**config.mk**
```make
export PLATFORM = sky130hd
export DESIGN_NAME = simd_mac_pipelined
export DESIGN_NICKNAME = d
export VERILOG_FILES = /design/src/rtl/simd_mac_pkg.sv /design/src/rtl/simd_mult_core.sv /design/src/rtl/simd_mac_pipelined.sv
export SDC_FILE = /design/constraint.sdc
export NUM_CORES = 2
export LEC_CHECK = 0
export CELL_PAD_IN_SITES_DETAIL_PLACEMENT = 0
export CELL_PAD_IN_SITES_GLOBAL_PLACEMENT = 1
export CORE_ASPECT_RATIO = 2
export CORE_MARGIN = 4
export CORE_UTILIZATION = 45
export DETAILED_ROUTE_END_ITERATION = 10
export PLACE_DENSITY_LB_ADDON = 0.1
export SLEW_MARGIN = 20
export SYNTH_ARGS = -nofsm -noshare
export SYNTH_HDL_FRONTEND = slang
export SYNTH_HIERARCHICAL = 1
export SYNTH_SLANG_ARGS = --single-unit
```
**constraint.sdc**
```tcl
create_clock -name clk -period 8.67 [get_ports clk]
set_clock_uncertainty 0.05 [all_clocks]
set_input_delay 2.1675 -clock clk [delete_from_list [all_inputs] [get_ports clk]]
set_output_delay 2.1675 -clock clk [all_outputs]
set_load 0.1 [all_outputs]
```
**src/rtl/simd_mac_pkg.sv**
```systemverilog
// Shared mode encodings and width helpers for the SIMD multiply-accumulate slice.
package simd_mac_pkg;

  localparam logic [1:0] MODE_FULL = 2'b00;
  localparam logic [1:0] MODE_SUM2 = 2'b01;

  // Half of a bus: FULL operand width, or one SUM2 lane of the operand bus.
  function automatic int half_w(input int w);
    return w / 2;
  endfunction

  // Width of one sub-operand inside a SUM2 lane.
  function automatic int quarter_w(input int in_w);
    return in_w / 4;
  endfunction

  // Width of one accumulator lane in SUM2 mode.
  function automatic int lane_w(input int acc_w);
    return acc_w / 2;
  endfunction

  // Lowest operand bit covered by SUM2 lane k.
  function automatic int lane_lsb(input int in_w, input int k);
    return k * (in_w / 2);
  endfunction

  // Reserved encodings behave as FULL.
  function automatic logic [1:0] norm_mode(input logic [1:0] m);
    return (m == MODE_SUM2) ? MODE_SUM2 : MODE_FULL;
  endfunction

endpackage

```
**src/rtl/simd_mult_core.sv**
```systemverilog
// Combinational product generator: one IN_W/2 x IN_W/2 product (FULL) or two
// lanes each holding lo*lo + hi*hi of IN_W/4-bit halves (SUM2). Each operand is
// widened by one bit according to its sign flag before multiplying.
module simd_mult_core
  import simd_mac_pkg::*;
#(
  parameter int IN_W  = 32,
  parameter int ACC_W = 48
) (
  input  logic [IN_W-1:0]         a,
  input  logic [IN_W-1:0]         b,
  input  logic                    a_sign,
  input  logic                    b_sign,
  input  logic [1:0]              mode,
  output logic signed [ACC_W-1:0] prod
);

  localparam int H  = half_w(IN_W);
  localparam int Q  = quarter_w(IN_W);
  localparam int LW = lane_w(ACC_W);
  localparam int FW = IN_W + 2;
  localparam int SW = 2 * Q + 3;

  logic signed [FW-1:0] a_full;
  logic signed [FW-1:0] b_full;
  logic signed [FW-1:0] p_full;
  logic [ACC_W-1:0]     full_ext;
  logic [ACC_W-1:0]     sum2_ext;

  // Operands are extended all the way to the product width so the multiply
  // is evaluated at full precision without relying on context widening.
  assign a_full   = {{(FW-H){a_sign & a[H-1]}}, a[H-1:0]};
  assign b_full   = {{(FW-H){b_sign & b[H-1]}}, b[H-1:0]};
  assign p_full   = a_full * b_full;
  assign full_ext = {{(ACC_W-FW){p_full[FW-1]}}, p_full};

  for (genvar k = 0; k < 2; k++) begin : g_lane
    localparam int L = lane_lsb(IN_W, k);
    logic signed [SW-1:0] a_lo;
    logic signed [SW-1:0] a_hi;
    logic signed [SW-1:0] b_lo;
    logic signed [SW-1:0] b_hi;
    logic signed [SW-1:0] lane_sum;
    assign a_lo     = {{(SW-Q){a_sign & a[L+Q-1]}},   a[L +: Q]};
    assign a_hi     = {{(SW-Q){a_sign & a[L+2*Q-1]}}, a[L+Q +: Q]};
    assign b_lo     = {{(SW-Q){b_sign & b[L+Q-1]}},   b[L +: Q]};
    assign b_hi     = {{(SW-Q){b_sign & b[L+2*Q-1]}}, b[L+Q +: Q]};
    assign lane_sum = a_lo * b_lo + a_hi * b_hi;
    assign sum2_ext[k*LW +: LW] = {{(LW-SW){lane_sum[SW-1]}}, lane_sum};
  end

  assign prod = (mode == MODE_SUM2) ? sum2_ext : full_ext;

endmodule

```
**src/rtl/simd_mac_pipelined.sv**
```systemverilog
// Three-stage SIMD multiply-accumulate with first/last framing, sticky per-lane
// signed overflow and valid/ready handshakes. A single stall (output held and
// not accepted) freezes every stage.
module simd_mac_pipelined
  import simd_mac_pkg::*;
#(
  parameter int IN_W  = 32,
  parameter int ACC_W = 48
) (
  input  logic              clk,
  input  logic              reset,
  input  logic              in_valid,
  output logic              in_ready,
  input  logic              in_first,
  input  logic              in_last,
  input  logic [1:0]        mode,
  input  logic              a_sign,
  input  logic              b_sign,
  input  logic [IN_W-1:0]   a,
  input  logic [IN_W-1:0]   b,
  output logic              out_valid,
  input  logic              out_ready,
  output logic [ACC_W-1:0]  out_result,
  output logic [1:0]        out_overflow,
  output logic [1:0]        out_mode
);

  localparam int LW = lane_w(ACC_W);

  // Two's-complement overflow: addends agree in sign, sum does not.
  function automatic logic signed_ovf(input logic x_msb, input logic y_msb,
                                      input logic s_msb);
    return (x_msb == y_msb) && (s_msb != x_msb);
  endfunction

  logic stall;
  logic accept;

  assign stall    = out_valid & ~out_ready;
  assign in_ready = ~stall;
  assign accept   = in_valid & in_ready;

  // ---- stage 1: operand capture ----
  logic             vld_p0;
  logic             first_p0;
  logic             last_p0;
  logic [1:0]       mode_p0;
  logic [1:0]       mode_lat;
  logic [IN_W-1:0]  a_p0;
  logic [IN_W-1:0]  b_p0;
  logic             a_sign_p0;
  logic             b_sign_p0;

  // Stage-1 control; the frame mode is latched only on an accepted first beat.
  always_ff @(posedge clk) begin
    if (reset) begin
      vld_p0   <= 1'b0;
      first_p0 <= 1'b0;
      last_p0  <= 1'b0;
      mode_p0  <= MODE_FULL;
      mode_lat <= MODE_FULL;
    end else if (!stall) begin
      vld_p0   <= accept;
      first_p0 <= in_first;
      last_p0  <= in_last;
      mode_p0  <= in_first ? norm_mode(mode) : mode_lat;
      if (accept && in_first) mode_lat <= norm_mode(mode);
    end
  end

  // Stage-1 operand registers; loaded only when a beat transfers.
  always_ff @(posedge clk) begin
    if (!stall && accept) begin
      a_p0      <= a;
      b_p0      <= b;
      a_sign_p0 <= a_sign;
      b_sign_p0 <= b_sign;
    end
  end

  // ---- stage 2: products ----
  logic signed [ACC_W-1:0] prod_c;
  logic signed [ACC_W-1:0] prod_p1;
  logic                    vld_p1;
  logic                    first_p1;
  logic                    last_p1;
  logic [1:0]              mode_p1;

  simd_mult_core #(
    .IN_W  (IN_W),
    .ACC_W (ACC_W)
  ) u_core (
    .a      (a_p0),
    .b      (b_p0),
    .a_sign (a_sign_p0),
    .b_sign (b_sign_p0),
    .mode   (mode_p0),
    .prod   (prod_c)
  );

  // Stage-2 control follows stage 1 whenever the pipe advances.
  always_ff @(posedge clk) begin
    if (reset) begin
      vld_p1   <= 1'b0;
      first_p1 <= 1'b0;
      last_p1  <= 1'b0;
      mode_p1  <= MODE_FULL;
    end else if (!stall) begin
      vld_p1   <= vld_p0;
      first_p1 <= first_p0;
      last_p1  <= last_p0;
      mode_p1  <= mode_p0;
    end
  end

  // Stage-2 product register.
  always_ff @(posedge clk) begin
    if (!stall && vld_p0) prod_p1 <= prod_c;
  end

  // ---- stage 3: accumulate ----
  logic signed [ACC_W-1:0] acc_p2;
  logic [1:0]              ovf_p2;
  logic                    vld_p2;
  logic                    last_p2;
  logic [1:0]              mode_p2;

  logic signed [ACC_W-1:0] base;
  logic [1:0]              base_ovf;
  logic signed [ACC_W-1:0] full_sum;
  logic [LW-1:0]           lane0_sum;
  logic [LW-1:0]           lane1_sum;
  logic signed [ACC_W-1:0] acc_nxt;
  logic [1:0]              ovf_nxt;

  // A first beat starts from zero with cleared flags; lanes add independently.
  always_comb begin
    base      = first_p1 ? '0 : acc_p2;
    base_ovf  = first_p1 ? 2'b00 : ovf_p2;
    full_sum  = base + prod_p1;
    lane0_sum = base[LW-1:0] + prod_p1[LW-1:0];
    lane1_sum = base[ACC_W-1:LW] + prod_p1[ACC_W-1:LW];
    acc_nxt   = full_sum;
    ovf_nxt   = {1'b0, base_ovf[0] |
                 signed_ovf(base[ACC_W-1], prod_p1[ACC_W-1], full_sum[ACC_W-1])};
    if (mode_p1 == MODE_SUM2) begin
      acc_nxt = {lane1_sum, lane0_sum};
      ovf_nxt = base_ovf |
                {signed_ovf(base[ACC_W-1], prod_p1[ACC_W-1], lane1_sum[LW-1]),
                 signed_ovf(base[LW-1],    prod_p1[LW-1],    lane0_sum[LW-1])};
    end
  end

  // Accumulator and sticky flags change only on valid beats.
  always_ff @(posedge clk) begin
    if (reset) begin
      vld_p2  <= 1'b0;
      last_p2 <= 1'b0;
      mode_p2 <= MODE_FULL;
      acc_p2  <= '0;
      ovf_p2  <= 2'b00;
    end else if (!stall) begin
      vld_p2  <= vld_p1;
      last_p2 <= last_p1;
      if (vld_p1) begin
        acc_p2  <= acc_nxt;
        ovf_p2  <= ovf_nxt;
        mode_p2 <= mode_p1;
      end
    end
  end

  // ---- output register ----
  // A completed frame loads the result; otherwise an accepted result retires.
  always_ff @(posedge clk) begin
    if (reset) begin
      out_valid    <= 1'b0;
      out_result   <= '0;
      out_overflow <= 2'b00;
      out_mode     <= MODE_FULL;
    end else if (!stall) begin
      out_valid <= vld_p2 & last_p2;
      if (vld_p2 && last_p2) begin
        out_result   <= acc_p2;
        out_overflow <= ovf_p2;
        out_mode     <= mode_p2;
      end
    end
  end

endmodule

```
==> metrics.cfg <==
[status]
status=finished clean

[detailed_routing]
drtIter0Drc=1076
drc_errors=0
drt-total-wl_mm=101
final_antenna_net_count=0
vias=24780
drt_pass1_iterations=6
avgViaCountPerCell=5.40
avgRoutedWirePerCell_um=22.0

[worst_setup_path]
cp_slowest_cell=edfxtp_1
critical_path_class=reg2reg
path_cells=nand2_1 -> fa_1 -> inv_1 -> fa_1 -> inv_1 -> fa_1 -> inv_1 -> fa_1 -> fa_1 -> inv_1 -> fa_1 -> inv_1 -> ha_1 -> a21o_1 -> a221oi_1 -> o2bb2ai_1 -> o21ai_1 -> o21ai_1 -> mux2i_1 -> buf_4 -> o211ai_1
cp-start-kind=flip-flop
cp_slowest_stage_delay_ns=1.01
worstSetupPathDepth=21
crit_arrival_ns=7.78
crit_required_ns=8.85
crit_buf_inv=6
rr_worst_depth=21
end_kind=flip-flop
critPathTopFamily=adder cells
critPathMaxFanout=17
worst_path_most_repeated_cell=fa_1

[global_routing]
antenna_found_initial=0
grt_pass1_vias=27715
grt_use_total=0.255
gr-total-overflow=0
grt_max_degree=68
grt_pass1_wl_mm=157

[synth]
synth_edf_count=114
yosysWarnings=6
synth_flop_cell=edfxtp_1
netlist.area_leader.share=0.354
yosys-top-cells-area=fa_1 35%, ha_1 11%, edfxtp_1 10%
synth.cell_area_um2=33600
synthSimpleGateAreaFrac=0.149
ys_seq_area_frac=0.170
yosysTopAreaCell=fa_1
yosysMostFrequentCell=inv_1
synth_commonest_cells=719 x inv_1, 593 x fa_1, 482 x nand2_1
muxShareOfSynthArea=0.00242
synth_top_family_by_area=adder cells
avgSynthCellArea_um2=9.32
synth_compound_area_frac=0.0910
synthArstFlopShare=0
ys_seq_elements=228
synth-xor-area-share=0.0274
synthAdderAreaFrac=0.460
synth_cells=3601
synth.distinct_cells=92

[clocking]
cts_htree_levels=1
cts_setup_buffers=0
cts-root-buf=clkbuf_16
clkTransAtPathRegs_ns=0.06
cts_tree=yes
insertion_delay_ns=0.60
numCtsBuffers=26
cts_hold_buf=0
clockBufferDepth=3
postCtsResizedCells=0
clock_sinks=228

[floorplanning]
die-width_um=201
die_h_um=394
fp.dieArea_um2=79300
fp.coreArea_um2=73900
rows=141
ioPinCount=128
start_util=0.454

[cells_and_area]
antenna_cells=0
final_util=0.494
final_layout_size_suffix_gt1_frac=0.0360
fin_nets=4597
area_growth_syn_to_layout_pct=8.81

[flow_run]
max_cap_viol_count=0

[placement]
dpl.hpwl_mm=85.3
io_buffer_count=126
gp_congestion=0.995

[min_path]
hold_class=reg2reg
holdPathStages=2

[timing]
rsz0062_at_grt=no
finalHoldViolations=0
final_max_slew_viol_count=0
layout_min_cycle_time_ns=7.60
max_freq_ghz=0.132
finalSetupViolations=0
fin_setup_tns_ns=0
slew_headroom=0.254
period_share=0.876
tightestPinTransition_ns=1.11

## logic make-up after synthesis
family / count (synthesis)
other: 1
XOR/XNOR: 105
AND/OR/NAND/NOR: 1036
flip-flops: 228
buffers and inverters: 865
multiplexers: 8
AO/OA/AOI/OAI: 479
adder cells (fa/ha/maj): 879
## sequential cells by signal (all words and copies together), names as in the netlist, 2 cells and up
| name | cells |
|---|---|
| a_p0 | 32 |
| out_result | 48 |
| out_overflow | 2 |
| ovf_p2 | 2 |
| b_p0 | 32 |
| acc_p2 | 48 |
| prod_p1 | 48 |
## through the flow
step | worst slack [ns] | hold WS, ns | cell area [um2] | cells
2_1_floorplan | 2.16 | 0.382 | 33600 | 3603
3_3_place_gp | 1.24 | 0.384 | 35600 | 4545
3_5_place_dp | 1.13 | 0.391 | 35600 | 4545
4_1_cts | 1.13 | 0.399 | 36500 | 4593
5_1_grt | 0.774 | 0.422 | 36500 | 4593
6_report | 1.07 | 0.400 | 36500 | 4593
## tightest hold or removal path, cell delays in order, from the launching register on
cell,delay (ns)
dfxtp_1,0.31
nand2_1,0.05
a21oi_1,0.05
## cells in the final DEF (no fill, tap or decap), types with 79 or more instances in the layout
master           synthesis  final
ha_1                   286    286
nor2_1                  94     93
fa_1                   593    593
o21ai_0                 79     79
edfxtp_1               114    114
inv_1                  719    717
nand2_1                482    481
clkdlybuf4s50_1          0    125
and2_1                 192    192
a21oi_1                187    187
dfxtp_1                114    113
## worst paths after layout
check / from / to / slack [ns]
min: first_p0 / first_p1 / 0.40
min reg2reg: first_p0 / first_p1 / 0.40
max reg2reg: b_p0[9] / prod_p1[46] / 1.07
max: b_p0[9] / prod_p1[46] / 1.07
## final cells by class
type / instances / area (um2)
Clock buffer: 32 / 693
Clock inverter: 16 / 195
Fill cell: 7072 / 37400
Inverter: 720 / 2710
Multi-Input combinational cell: 2510 / 24500
Sequential cell: 228 / 5710
Tap cell: 929 / 1160
Timing Repair Buffer: 158 / 1500
## layer usage
layer | up-vias | share of wire | track usage
met5 | - | 0 | 0
met4 | 0 | 0.071 | 0.146
met3 | 255 | 0.028 | 0.0180
met2 | 610 | 0.56 | 0.506
met1 | 12520 | 0.34 | 0.256
li1 | 11395 | - | -
Power is not shown: default switching activity piles up to over one toggle a cycle in this logic, so the estimate is an artifact.
